**src/rtl/lsu_pkg.sv**
```systemverilog
// Shared state encodings, size codes and alignment helper for the LSU AXI-lite master.
package lsu_pkg;

  typedef logic [2:0] lsu_state_e;

  localparam lsu_state_e ST_IDLE    = 3'd0;
  localparam lsu_state_e ST_RD_ADDR = 3'd1;
  localparam lsu_state_e ST_RD_DATA = 3'd2;
  localparam lsu_state_e ST_WR_REQ  = 3'd3;
  localparam lsu_state_e ST_WR_RESP = 3'd4;
  localparam lsu_state_e ST_DONE    = 3'd5;

  localparam logic [1:0] SZ_BYTE    = 2'd0;
  localparam logic [1:0] SZ_HALF    = 2'd1;
  localparam logic [1:0] SZ_WORD    = 2'd2;
  localparam logic [1:0] SZ_ILLEGAL = 2'd3;

  localparam logic [1:0] RESP_OKAY = 2'b00;

  // The illegal size code is folded in so one test rejects every unissuable request.
  function automatic logic misaligned(input logic [1:0] addr, input logic [1:0] size);
    logic bad;
    case (size)
      SZ_BYTE: bad = 1'b0;
      SZ_HALF: bad = addr[0];
      SZ_WORD: bad = |addr;
      default: bad = 1'b1;
    endcase
    return bad;
  endfunction

endpackage

```
**src/rtl/lsu_lane_align.sv**
```systemverilog
// Byte-lane steering: store strobe/replication and load shift/truncate/extend.
module lsu_lane_align
  import lsu_pkg::*;
(
  input  logic [1:0]  i_st_size,
  input  logic [1:0]  i_st_off,
  input  logic [31:0] i_st_data,
  output logic [31:0] o_st_data,
  output logic [3:0]  o_st_strb,
  input  logic [1:0]  i_ld_size,
  input  logic [1:0]  i_ld_off,
  input  logic        i_ld_signed,
  input  logic [31:0] i_ld_data,
  output logic [31:0] o_ld_data
);

  logic [31:0] w_shifted;

  always_comb begin
    o_st_data = i_st_data;
    o_st_strb = 4'b1111;
    case (i_st_size)
      SZ_BYTE: begin
        o_st_data = {4{i_st_data[7:0]}};
        o_st_strb = 4'b0001 << i_st_off;
      end
      SZ_HALF: begin
        o_st_data = {2{i_st_data[15:0]}};
        o_st_strb = 4'b0011 << i_st_off;
      end
      default: ;
    endcase
  end

  assign w_shifted = i_ld_data >> {i_ld_off, 3'b000};

  always_comb begin
    o_ld_data = w_shifted;
    case (i_ld_size)
      SZ_BYTE: o_ld_data = {{24{i_ld_signed & w_shifted[7]}}, w_shifted[7:0]};
      SZ_HALF: o_ld_data = {{16{i_ld_signed & w_shifted[15]}}, w_shifted[15:0]};
      default: ;
    endcase
  end

endmodule

```
**src/rtl/lsu_axi_master.sv**
```systemverilog
// Single-outstanding AXI-lite data-memory master for the core's LSU.
// Optional watchdog enabled by defining LSU_TIMEOUT_EN.
module lsu_axi_master
  import lsu_pkg::*;
#(
  parameter int unsigned ADDR_W  = 32,
  parameter int unsigned DATA_W  = 32,
  parameter int unsigned TIMEOUT = 1024
) (
  input  logic              i_clk,
  input  logic              i_rst,
  input  logic              i_req_valid,
  output logic              o_req_ready,
  input  logic              i_req_write,
  input  logic [ADDR_W-1:0] i_req_addr,
  input  logic [1:0]        i_req_size,
  input  logic              i_req_signed,
  input  logic [DATA_W-1:0] i_req_wdata,
  output logic              o_resp_valid,
  output logic [DATA_W-1:0] o_resp_rdata,
  output logic              o_resp_err,
  output logic              o_mem_awvalid,
  input  logic              i_mem_awready,
  output logic [ADDR_W-1:0] o_mem_awaddr,
  output logic              o_mem_wvalid,
  input  logic              i_mem_wready,
  output logic [DATA_W-1:0] o_mem_wdata,
  output logic [7:0]        o_mem_wstrb,
  input  logic              i_mem_bvalid,
  output logic              o_mem_bready,
  input  logic [1:0]        i_mem_bresp,
  output logic              o_mem_arvalid,
  input  logic              i_mem_arready,
  output logic [ADDR_W-1:0] o_mem_araddr,
  input  logic              i_mem_rvalid,
  output logic              o_mem_rready,
  input  logic [DATA_W-1:0] i_mem_rdata,
  input  logic [1:0]        i_mem_rresp
);

  lsu_state_e        r_state;
  logic              r_write, r_signed, r_err, r_aw_done, r_w_done;
  logic [1:0]        r_addr_lo, r_size, r_resp;
  logic [DATA_W-1:0] r_rdata, r_wdata;
  logic [ADDR_W-1:0] r_araddr, r_awaddr;
  logic [7:0]        r_wstrb;
  logic              r_arvalid, r_awvalid, r_wvalid, r_rready, r_bready;

  logic              w_misalign, w_aw_fire, w_w_fire, w_timeout, w_tmo_flag;
  logic [31:0]       w_st_data, w_ld_data;
  logic [3:0]        w_st_strb;

  assign w_misalign = misaligned(i_req_addr[1:0], i_req_size);
  assign w_aw_fire  = r_awvalid & i_mem_awready;
  assign w_w_fire   = r_wvalid & i_mem_wready;

  lsu_lane_align u_lane_align (
    .i_st_size   (i_req_size),
    .i_st_off    (i_req_addr[1:0]),
    .i_st_data   (i_req_wdata),
    .o_st_data   (w_st_data),
    .o_st_strb   (w_st_strb),
    .i_ld_size   (r_size),
    .i_ld_off    (r_addr_lo),
    .i_ld_signed (r_signed),
    .i_ld_data   (r_rdata),
    .o_ld_data   (w_ld_data)
  );

`ifdef LSU_TIMEOUT_EN
  logic [31:0] r_tmo_cnt;
  logic        r_tmo;
  logic        w_busy;

  assign w_busy = (r_state == ST_RD_ADDR) || (r_state == ST_RD_DATA) ||
                  (r_state == ST_WR_REQ)  || (r_state == ST_WR_RESP);
  assign w_timeout  = w_busy && (r_tmo_cnt == 32'(TIMEOUT));
  assign w_tmo_flag = r_tmo;

  always_ff @(posedge i_clk) begin
    if (!i_rst) begin
      r_tmo_cnt <= '0;
      r_tmo     <= 1'b0;
    end else if (r_state == ST_IDLE) begin
      if (i_req_valid) begin
        r_tmo_cnt <= '0;
        r_tmo     <= 1'b0;
      end
    end else if (w_timeout) begin
      r_tmo <= 1'b1;
    end else if (w_busy) begin
      r_tmo_cnt <= r_tmo_cnt + 32'd1;
    end
  end
`else
  assign w_timeout  = 1'b0;
  assign w_tmo_flag = 1'b0;
`endif

  always_ff @(posedge i_clk) begin
    if (!i_rst) begin
      r_state   <= ST_IDLE;
      r_write   <= 1'b0;
      r_signed  <= 1'b0;
      r_err     <= 1'b0;
      r_aw_done <= 1'b0;
      r_w_done  <= 1'b0;
      r_addr_lo <= '0;
      r_size    <= '0;
      r_resp    <= RESP_OKAY;
      r_rdata   <= '0;
      r_wdata   <= '0;
      r_araddr  <= '0;
      r_awaddr  <= '0;
      r_wstrb   <= '0;
      r_arvalid <= 1'b0;
      r_awvalid <= 1'b0;
      r_wvalid  <= 1'b0;
      r_rready  <= 1'b1;
      r_bready  <= 1'b1;
    end else begin
      case (r_state)
        ST_IDLE: begin
          if (i_req_valid) begin
            r_write   <= i_req_write;
            r_signed  <= i_req_signed;
            r_addr_lo <= i_req_addr[1:0];
            r_size    <= i_req_size;
            r_err     <= w_misalign;
            r_resp    <= RESP_OKAY;
            r_rdata   <= '0;
            r_aw_done <= 1'b0;
            r_w_done  <= 1'b0;
            if (w_misalign) begin
              r_state <= ST_DONE;
            end else if (i_req_write) begin
              r_awvalid <= 1'b1;
              r_wvalid  <= 1'b1;
              r_awaddr  <= {i_req_addr[ADDR_W-1:2], 2'b00};
              r_wdata   <= w_st_data;
              r_wstrb   <= {4'b0000, w_st_strb};
              r_state   <= ST_WR_REQ;
            end else begin
              r_arvalid <= 1'b1;
              r_araddr  <= {i_req_addr[ADDR_W-1:2], 2'b00};
              r_state   <= ST_RD_ADDR;
            end
          end
        end
        ST_RD_ADDR: begin
          if (i_mem_arready) begin
            r_arvalid <= 1'b0;
            // A responder may return data in the same cycle it accepts the address.
            if (i_mem_rvalid) begin
              r_rdata <= i_mem_rdata;
              r_resp  <= i_mem_rresp;
              r_state <= ST_DONE;
            end else begin
              r_state <= ST_RD_DATA;
            end
          end
        end
        ST_RD_DATA: begin
          if (i_mem_rvalid) begin
            r_rdata <= i_mem_rdata;
            r_resp  <= i_mem_rresp;
            r_state <= ST_DONE;
          end
        end
        ST_WR_REQ: begin
          if (w_aw_fire) begin
            r_awvalid <= 1'b0;
            r_aw_done <= 1'b1;
          end
          if (w_w_fire) begin
            r_wvalid <= 1'b0;
            r_w_done <= 1'b1;
          end
          if ((r_aw_done | w_aw_fire) && (r_w_done | w_w_fire)) begin
            r_state <= ST_WR_RESP;
          end
        end
        ST_WR_RESP: begin
          if (i_mem_bvalid) begin
            r_resp  <= i_mem_bresp;
            r_state <= ST_DONE;
          end
        end
        ST_DONE: r_state <= ST_IDLE;
        default: r_state <= ST_IDLE;
      endcase
      if (w_timeout) begin
        r_arvalid <= 1'b0;
        r_awvalid <= 1'b0;
        r_wvalid  <= 1'b0;
        r_state   <= ST_DONE;
      end
    end
  end

  assign o_req_ready   = (r_state == ST_IDLE);
  assign o_resp_valid  = (r_state == ST_DONE);
  assign o_resp_err    = o_resp_valid & (r_err | (r_resp != RESP_OKAY) | w_tmo_flag);
  assign o_resp_rdata  = (o_resp_valid && !r_write && !w_tmo_flag) ? w_ld_data : '0;

  assign o_mem_arvalid = r_arvalid;
  assign o_mem_araddr  = r_araddr;
  assign o_mem_awvalid = r_awvalid;
  assign o_mem_awaddr  = r_awaddr;
  assign o_mem_wvalid  = r_wvalid;
  assign o_mem_wdata   = r_wdata;
  assign o_mem_wstrb   = r_wstrb;
  assign o_mem_rready  = r_rready;
  assign o_mem_bready  = r_bready;

endmodule

```
**config.mk**
```make
export PLATFORM = sky130hd
export DESIGN_NAME = lsu_axi_master
export DESIGN_NICKNAME = d
export VERILOG_FILES = /design/src/rtl/lsu_pkg.sv /design/src/rtl/lsu_lane_align.sv /design/src/rtl/lsu_axi_master.sv
export SDC_FILE = /design/constraint.sdc
export NUM_CORES = 1
export LEC_CHECK = 0
export CAP_MARGIN = 5
export CORE_ASPECT_RATIO = 1.25
export CORE_UTILIZATION = 35
export DETAILED_ROUTE_END_ITERATION = 10
export PLACE_DENSITY = 0.69
export SLEW_MARGIN = 20
export SYNTH_ARGS = -nofsm -noshare
export SYNTH_HDL_FRONTEND = slang
export SYNTH_SLANG_ARGS = --single-unit
```
**constraint.sdc**
```tcl
create_clock -name i_clk -period 2.5 [get_ports i_clk]
set_clock_uncertainty 0.2 [all_clocks]
set_input_delay 0.5 -clock i_clk [delete_from_list [all_inputs] [get_ports i_clk]]
set_output_delay 0.5 -clock i_clk [all_outputs]
set_load 0.05 [all_outputs]
```
# --- Word level (Yosys, flattened, before mapping) ---
# Cells that the tools add are included.
totals:
  ff_bits: 145
  inputBits: 112
  output_inout_bits: 144
  wordCells: 111
classes:
  n_eq_ne: 18
  shift: 3
  mux: 40
  n_bitwise: 10
  n_reduce_logical: 23
op_table:
  columns: ["cell", "count"]
  rows:
  - ["2-to-1 mux 32 bit", 4]
  - ["one-hot mux 32 bit (2 select lines)", 2]
  - ["one-hot mux 32 bit (3 select lines)", 1]
  - ["right shift 32 x 5 -> 32 bit", 1]
  - ["2-to-1 mux 3 bit", 7]
  - ["AND reduction 5 bit", 4]
  - ["!= test 2 bit, second input constant", 9]
  - ["one-hot mux 3 bit (5 select lines)", 1]
  - ["2-to-1 mux 1 bit", 12]
  - ["AND reduction 4 bit", 3]
  - ["2-to-1 mux 2 bit", 5]
  - ["one-hot mux 1 bit (2 select lines)", 5]
  - ["AND reduction 3 bit", 3]
  - ["one-hot mux 2 bit (4 select lines)", 1]
  - ["one-hot mux 4 bit (2 select lines)", 1]
  - ["equality test 3 x 2 -> 1 bit, second input constant", 2]
  - ["equality test 3 bit, second input constant", 2]
  - ["nonzero test 2 bit", 3]
  - ["bitwise AND 1 bit", 5]
  - ["equality test 2 x 1 -> 1 bit, second input constant", 2]
  - ["zero test 2 bit", 2]
  - ["nonzero test 4 bit", 1]
  - ["left shift 1 x 2 -> 4 bit, first input constant", 1]
  - ["left shift 2 x 2 -> 4 bit, first input constant", 1]
  - ["12 further kinds", 16]

# --- Longest topological paths before layout ---
# Gate-level depths: netlist (run 1).
depth:
  word_depth: 5
  mapped_depth: 8
  mapped_depth_nobuf: 4

# --- Modules after synthesis ---
# Synthesis (run 1) repeated with hierarchy kept, for this count alone.
unflattened:
  cells_unflattened: 893
  area_unflattened_um2: 7206.9
modules_own_cells:
  columns: ["module", "n_inst", "cells_per_inst", "area_each_um2", "seq_area_each_um2"]
  rows:
  - ["lsu_axi_master", 1, 725, 5936.9, 2902.8]
  - ["lsu_lane_align", 1, 168, 1270.0, 0.0]

# --- Least setup slack after synthesis (run 1) ---
# No wires, ideal clock.
synth_timing:
  kind: "register to output"
  start: "register r_state[2]"
  end: "output o_resp_err"
  arrival_ps: 2482
  t_required_ps: 1800
  slack_ps: -682
  path_stages_with_launch: 5
  n_path_buf: 1
  path_cell_list: "dfxtp_1 -> clkbuf_1 -> inv_1 -> nor3_1 -> o31a_1"
synth_via:
  elab_chain_cells: 2
synth_rtl:
  columns: ["item", "line_no", "source"]
  rows:
  - ["from (decl)", "lsu_axi_master.sv:41", "lsu_state_e r_state;"]
  - ["from (signal assigned)", "lsu_axi_master.sv:102", "r_state <= ST_IDLE;"]
  - ["from (signal assigned)", "lsu_axi_master.sv:135", "r_state <= ST_DONE;"]
  - ["from (signal assigned)", "lsu_axi_master.sv:142", "r_state <= ST_WR_REQ;"]
  - ["equality test 3 bit", "lsu_axi_master.sv:202", "assign o_resp_valid = (r_state == ST_DONE);"]
  - ["net o_resp_valid", "lsu_axi_master.sv:19", "output logic o_resp_valid,"]
  - ["bitwise AND 1 bit", "lsu_axi_master.sv:203", "assign o_resp_err = o_resp_valid & (r_err | (r_resp != RESP_OKAY) | w_tmo_flag);"]
  - ["to (decl)", "lsu_axi_master.sv:21", "output logic o_resp_err,"]
# The timed path passes the listed nets, and every way through them passes these cells.

# --- Worst setup path after layout (run 1) ---
layout_timing:
  start: "register r_addr_lo[0]"
  end: "output o_resp_rdata[16]"
layout_via:
  elab_chain_cells: 4
  word_cells_on_any_way: 5
  classes_between: "shift (1); mux (2); bitwise (2)"
layout_rtl:
  columns: ["item", "line_no", "source"]
  rows:
  - ["from (decl)", "lsu_axi_master.sv:43", "logic [1:0] r_addr_lo, r_size, r_resp;"]
  - ["from (signal assigned)", "lsu_axi_master.sv:127", "r_addr_lo <= i_req_addr[1:0];"]
  - ["right shift 32 x 5 -> 32 bit (*)", "lsu_lane_align.sv:35", "assign w_shifted = i_ld_data >> {i_ld_off, 3'b000};"]
  - ["bitwise AND 1 bit, on equally long branches", "lsu_lane_align.sv:41, lsu_lane_align.sv:40", null]
  - ["one-hot mux 32 bit (2 select lines) (*)", "lsu_lane_align.sv:39", "case (i_ld_size)"]
  - ["2-to-1 mux 32 bit (*)", "lsu_axi_master.sv:204", "assign o_resp_rdata = (o_resp_valid && !r_write && !w_tmo_flag) ? w_ld_data : '0;"]
  - ["to (decl)", "lsu_axi_master.sv:20", "output logic [DATA_W-1:0] o_resp_rdata,"]
# Every way passes the cells marked *; elsewhere a longest branch is shown, timed or not.

==> flow_summary.ini, run 1 <==
[clocking]
h-tree-depth = 4
clkTransAtPathRegs_ps = 70
root_buffer = clkbuf_16
cts_tree = built
hold_buffers = 0
clockBufferDepth = 2
clock-sinks = 145
clock_latency_ps = 410
cts_buffers = 17

[setup_path]
rr_worst_depth = 7
worst-path-stages = 6
r2r_end = o_mem_araddr[13]
cp.required_ps = 1800
cpPeakStageDelay_ps = 510
critPathMaxFanout = 8
path_delay_family = simple AND/OR/NAND/NOR gates
critPathBufInv = 2
start_kind = flip-flop
r2r_slack_ps = 160
crit_type = reg2out
timing.rr.start = r_state[1]
path_cells = nand2b_1 -> mux4_2 -> or4b_4 -> buf_12 -> o21ai_4 -> buf_12
endpoint = o_resp_rdata[16]
end_kind = output pin
cp_common_cell = buf_12
worstPathArrival_ps = 2330
startpoint = r_addr_lo[0]
crit_slowest_cell = or4b_4

[worst_hold_path]
hold_class = reg2reg

[die]
start_util_pct = 35.8
die_y_um = 154
rows = 55
die_x_um = 124
io_pins = 256
die-area_um2 = 19200
core-area_um2 = 18200

[global_route]
gr-usage-met2_pct = 39.0
grtUsageMet3_pct = 6.90
grtUsageTotal_pct = 22.7
grt_pass1_wl_um = 33600
grt_max_degree = 54
grt_overflow_total = 0
grt_pass1_vias = 6521
busiest_layer = met2
antenna_found_initial = 0
grtUsageMet1_pct = 26.0

[place]
place_inst = 1290
numPortBuffers = 245
place_area_um2 = 9960
dp_hpwl_um = 15600
place.gp.congestion = 0.839

[outcome]
status = complete, but fails checks
violations = negative setup slack

[finish]
area_growth_pct = 64.0
nets = 1194
utilization_pct = 58.8
final_area_um2 = 10700
nFillCells = 1643
fin_cells = 1324
drive_gt1_share_pct = 15.9

[synth]
ys_seq_elements = 145
synth_flop_cell = dfxtp_1
ys_warn_count = 0
synthCells = 833
synth_area_um2 = 6510
postSynthAreaPerCell_um2 = 7.82
synth_edf_count = 0
synth_cell_types = 49
async_reset_ff_share_pct = 0
synth-seq-area-share_pct = 44.6

[routing]
vias = 6764
wl_per_cell_um = 16.4
drtPass1Iterations = 4
drc_errors = 0
drt_iter0_drc = 352
routed_wirelength_um = 21700
ant_nets = 0
vias_per_cell = 5.11

[sta]
max_slew_margin_pct = 61.1
setup_violations = 32
period_share_pct = 121
hold_viol = 0
finalCriticalPeriod_ps = 3030
max_freq_mhz = 330
rsz0062_at_grt = true
drv_slew = 0
worstMarginPinSlew_ps = 582
fin_ws_ps = -526

[power]
p_leak_nw = 3.70
p_per_area_nw_per_um2 = 713
vdd_drop_max_mv = 0.433

[flow_run]
maxCapViolCount = 0
[final cells by class]
cell class	count	area, um2	share of cell area, %
antenna	1	2.50	0.0234
clock buffer	17	425	3.98
clock inverter	15	136	1.28
inverter	5	21.3	0.199
multi-input combinational	612	3550	33.3
sequential	145	2910	27.2
tap	228	285	2.67
timing repair buffer	301	3350	31.4
[worst min-delay path, cell delays in order (launching register included)]
cell and delay, ps:
dfxtp_1 310, nand2_1 50, a21oi_1 50
[layout by cell type (no fill, tap or decap), drive strengths merged, types with 3 or more instances in the layout]
cell type,count
and2,7
conb,10
clkbuf,17
a211oi,25
nand2b,5
a21o,10
clkinvlp,3
buf,91
a311oi,13
nor2b,14
clkdlybuf4s50,210
a21oi,132
nand2,209
mux2i,34
clkinv,3
nor2,40
nor3,10
dfxtp,145
o211ai,11
inv,14
o21ai,59
[worst min path at each step]
| stage | startpoint | endpoint | slack (ps) | cells after the start |
|---|---|---|---|---|
| 2_1_floorplan | r_write | r_write | 230 | 2 |
| 3_3_place_gp | o_mem_awaddr[14] | o_mem_awaddr[14] | 240 | 2 |
| 3_5_place_dp | o_mem_awaddr[24] | o_mem_awaddr[24] | 250 | 2 |
| 4_1_cts | o_mem_awaddr[24] | o_mem_awaddr[24] | 250 | 2 |
| 5_1_grt | o_mem_awaddr[8] | o_mem_awaddr[8] | 270 | 2 |
| 6_report | o_mem_araddr[2] | o_mem_araddr[2] | 250 | 2 |
[registers in the layout, summed over array words and instances (netlist names), 2 cells and up]
signal / count
o_mem_wstrb: 4
r_rdata: 32
o_mem_wdata: 32
r_addr_lo: 2
o_mem_awaddr: 30
r_size: 2
r_state: 3
r_resp: 2
o_mem_araddr: 30
[cell families (layout without fill, tap and decap cells)]
logic type,Yosys count,in the layout,synth area share (%)
xor+xnor,1,1,0.135
flops,145,145,44.6
mux,35,35,5.57
simple gates,299,299,19.5
compound gates,267,267,24.2
buf+inv,84,338,5.86
other cells,2,11,0.115
[synthesized netlist by cell type (2+ instances only)]
library cell	number	area share, %
nand2_1	209	12
dfxtp_1	145	45
a21oi_1	132	10
o21ai_0	59	4.5
clkbuf_1	45	2.6
nor2_1	40	2.3
mux2i_1	34	5.2
a211oi_1	23	2.7
buf_4	14	1.6
nor2b_1	14	1.3
a311oi_1	13	1.7
buf_2	11	0.85
o211ai_1	11	1.3
a21o_1	10	1.2
nor3_1	10	0.77
buf_1	9	0.52
and2_1	7	0.67
nand2b_1	5	0.48
inv_1	3	0.17
a22oi_1	2	0.23
a32o_1	2	0.31
a41oi_1	2	0.27
conb_1	2	0.12
nand3b_1	2	0.23
nor4b_2	2	0.46
o31a_1	2	0.27
or2_2	2	0.19
or4b_1	2	0.31
[per-stage QoR]
stage          worst slack, ps  setup TNS [ps]  hold slack, ps  power, mW
2_1_floorplan             -337           -4160             232       4.24
3_3_place_gp              -265          -22810             242       5.16
3_5_place_dp              -317          -25830             245       5.18
4_1_cts                   -545          -10220             255       7.67
5_1_grt                   -583          -13040             266       7.98
6_report                  -526          -10550             253       7.61
[power breakdown]
group	internal [mW]	switching (mW)
clock network	1.32	1.12
logic	0.948	1.55
registers	2.53	0.148
[routing by layer]
metal	share of wire, %	up-vias
met1	41	3156
met2	50	217
met5	0	-
met3	6.7	30
li1	-	3361
met4	2.2	0
[what timing repair did]
item | in CTS | in global routing
pin swaps | 1 | 0
buffers inserted | 0 | 1
endpoints found under the setup margin | 31 | 33
resized for setup | 27 | 3
Note: power is estimated with default switching activity, not from simulation.
==> run 2: changes to the inputs <==
- GPL_ROUTABILITY_DRIVEN: not set -> 0
==> results of run 2 <==
No change in the layout: final DEF, timing and power equal those of run 1.
==> run 3: changes to the inputs <==
- CORE_UTILIZATION: 35 -> 40
- PLACE_DENSITY: 0.69 -> 0.77
==> run 3 against run 2 <==
Against the previous run: the flow still finishes with violations (negative setup slack); design area is 1.7% higher; global-route usage is 3.3 points higher; worst hold slack worse by 1.8 ps; sequential power hardly changed; total power is 0.27% higher; first-iteration DRC count is 9.4% higher; maximum frequency is 0.89% lower; critical path type unchanged.
==> flow_summary.ini, run 3 (synthesis results as in run 1) <==
[outcome]
status = complete, but fails checks
violations = negative setup slack

[power]
p_leak_nw = 3.75
p_sw_share_pct = 36.0
pwr-share-comb_pct = 34.4
sequentialPowerShare_pct = 35.3
p_per_area_nw_per_um2 = 703
p_int_mw = 4.88
power.net_switching_mw = 2.75
clkPwrFrac_pct = 30.3
vdd_drop_max_mv = 0.381

[finish]
final_cell_mix = clkdlybuf4s50_1 (210), nand2_1 (209), dfxtp_1 (142)
utilization_pct = 68.9
drive_gt1_share_pct = 17.5
nFillCells = 1234
area_growth_pct = 66.8
final_area_um2 = 10900
final_common_cell = clkdlybuf4s50_1
nets = 1199
n_antenna_cell = 0

[global_route]
gr-usage-met2_pct = 46.6
grtUsageMet3_pct = 8.97
grt_max_degree = 60
grtUsageMet1_pct = 27.7
grtUsageTotal_pct = 26.0
grt_pass1_vias = 6532
antenna_found_initial = 0
grt_pass1_wl_um = 33300
busiest_layer = met2
grt_overflow_total = 0

[setup_path]
rr_worst_depth = 7
start_kind = flip-flop
critPathMaxFanout = 8
worstPathArrival_ps = 2350
crit_type = reg2out
startpoint = r_addr_lo[0]
r2r_end = o_mem_araddr[26]
timing.rr.start = r_state[2]
cp.required_ps = 1800
r2r_slack_ps = 200
end_kind = output pin

[die]
die_x_um = 116
rows = 51
core-area_um2 = 15800
start_util_pct = 41.3
io_pins = 256
die_y_um = 145
die-area_um2 = 16800

[routing]
wl_per_cell_um = 17.2
drt_iter0_drc = 385
ant_nets = 0
drtPass1Iterations = 5
drc_errors = 0
vias = 6974
vias_per_cell = 5.32
routed_wirelength_um = 22600

[sta]
max_freq_mhz = 328
worstMarginPinSlew_ps = 582
finalCriticalPeriod_ps = 3050
fin_ws_ps = -553
drv_slew = 0
setup_violations = 24
hold_viol = 0
period_share_pct = 122
max_slew_margin_pct = 61.1
setup_tns_ps = -9720
rsz0062_at_grt = true

[place]
numPortBuffers = 245
dp_hpwl_um = 15400
place_area_um2 = 9920

[worst_hold_path]
holdPathStages = 2
hold_start = o_mem_awaddr[12]
hold_path_end = o_mem_awaddr[12]
hold_class = reg2reg

[clocking]
clkTransAtPathRegs_ps = 60
cts_buffers = 17
clockBufferDepth = 2
clock_latency_ps = 410
clock-sinks = 145
root_buffer = clkbuf_16
cts_tree = built
h-tree-depth = 4

[flow_run]
maxCapViolCount = 0
## run 3: cell types whose count changed in the layout (fill, tap and decap cells not counted), moves of 5 or more
cell	previous run	this run
nor2b_2	0	6
a211oi_1	16	11
mux2i_4	0	5
nor2b_1	14	8
inv_8	5	0
## run 3: area by class of cell
cell class,count,area [um2],area share (%)
Multi-Input combinational cell,612,3670,33.8
Timing Repair Buffer,306,3460,31.8
Sequential cell,145,2910,26.8
Clock buffer,22,464,4.27
Tap cell,212,265,2.44
Clock inverter,10,76.3,0.703
Inverter,5,21.3,0.196
## run 3: power groups by stage
stage	Clock [mW]	Sequential, mW	Combinational (mW)
final	2.31	2.70	2.62
after floorplan	0	3.09	1.15
after global placement	0	2.71	2.41
after CTS	2.36	2.68	2.53
after detailed placement	0	2.72	2.43
after global routing	2.45	2.72	2.78
## run 3: repair_timing
action	4_1_cts	5_1_grt
hold buffers	0	0
gates cloned	1	2
endpoints found under the setup margin	32	33
pin swaps	7	9
gates resized for setup	41	23
setup buffers	5	0
hold endpoints to repair	0	0
## run 3: per-stage QoR
stage / instances / power (mW) / hold WS, ps / worst slack [ps]
floorplan: 841 / 4.24 / 232 / -337
global placement: 1272 / 5.12 / 241 / -284
detailed placement: 1272 / 5.15 / 244 / -313
CTS: 1310 / 7.57 / 252 / -539
global route: 1312 / 7.95 / 272 / -614
finish: 1312 / 7.63 / 252 / -553
## run 3: how the worst max path moves through the flow
stage / depth (start not counted) / slack, ps / endpoint
3_5_place_dp: 6 / -310 / o_resp_rdata[21]
5_1_grt: 6 / -610 / o_resp_rdata[23]
4_1_cts: 6 / -540 / o_resp_rdata[21]
3_3_place_gp: 6 / -280 / o_resp_rdata[21]
6_report: 6 / -550 / o_resp_rdata[23]
2_1_floorplan: 5 / -340 / o_resp_rdata[5]
## run 3: layer usage
| layer | share of wire (%) | wire (um) |
|---|---|---|
| met1 | 38 | 8630 |
| met2 | 52 | 11700 |
| met3 | 7.5 | 1690 |
| met4 | 2.4 | 544 |
| met5 | 0 | 0 |
## run 3: critical path, cell delays in order (launching register included)
cell	delay [ps]
dfxtp_4	370
mux2i_1	140
mux4_2	490
or4b_4	520
buf_12	180
o21ai_4	80
buf_12	160
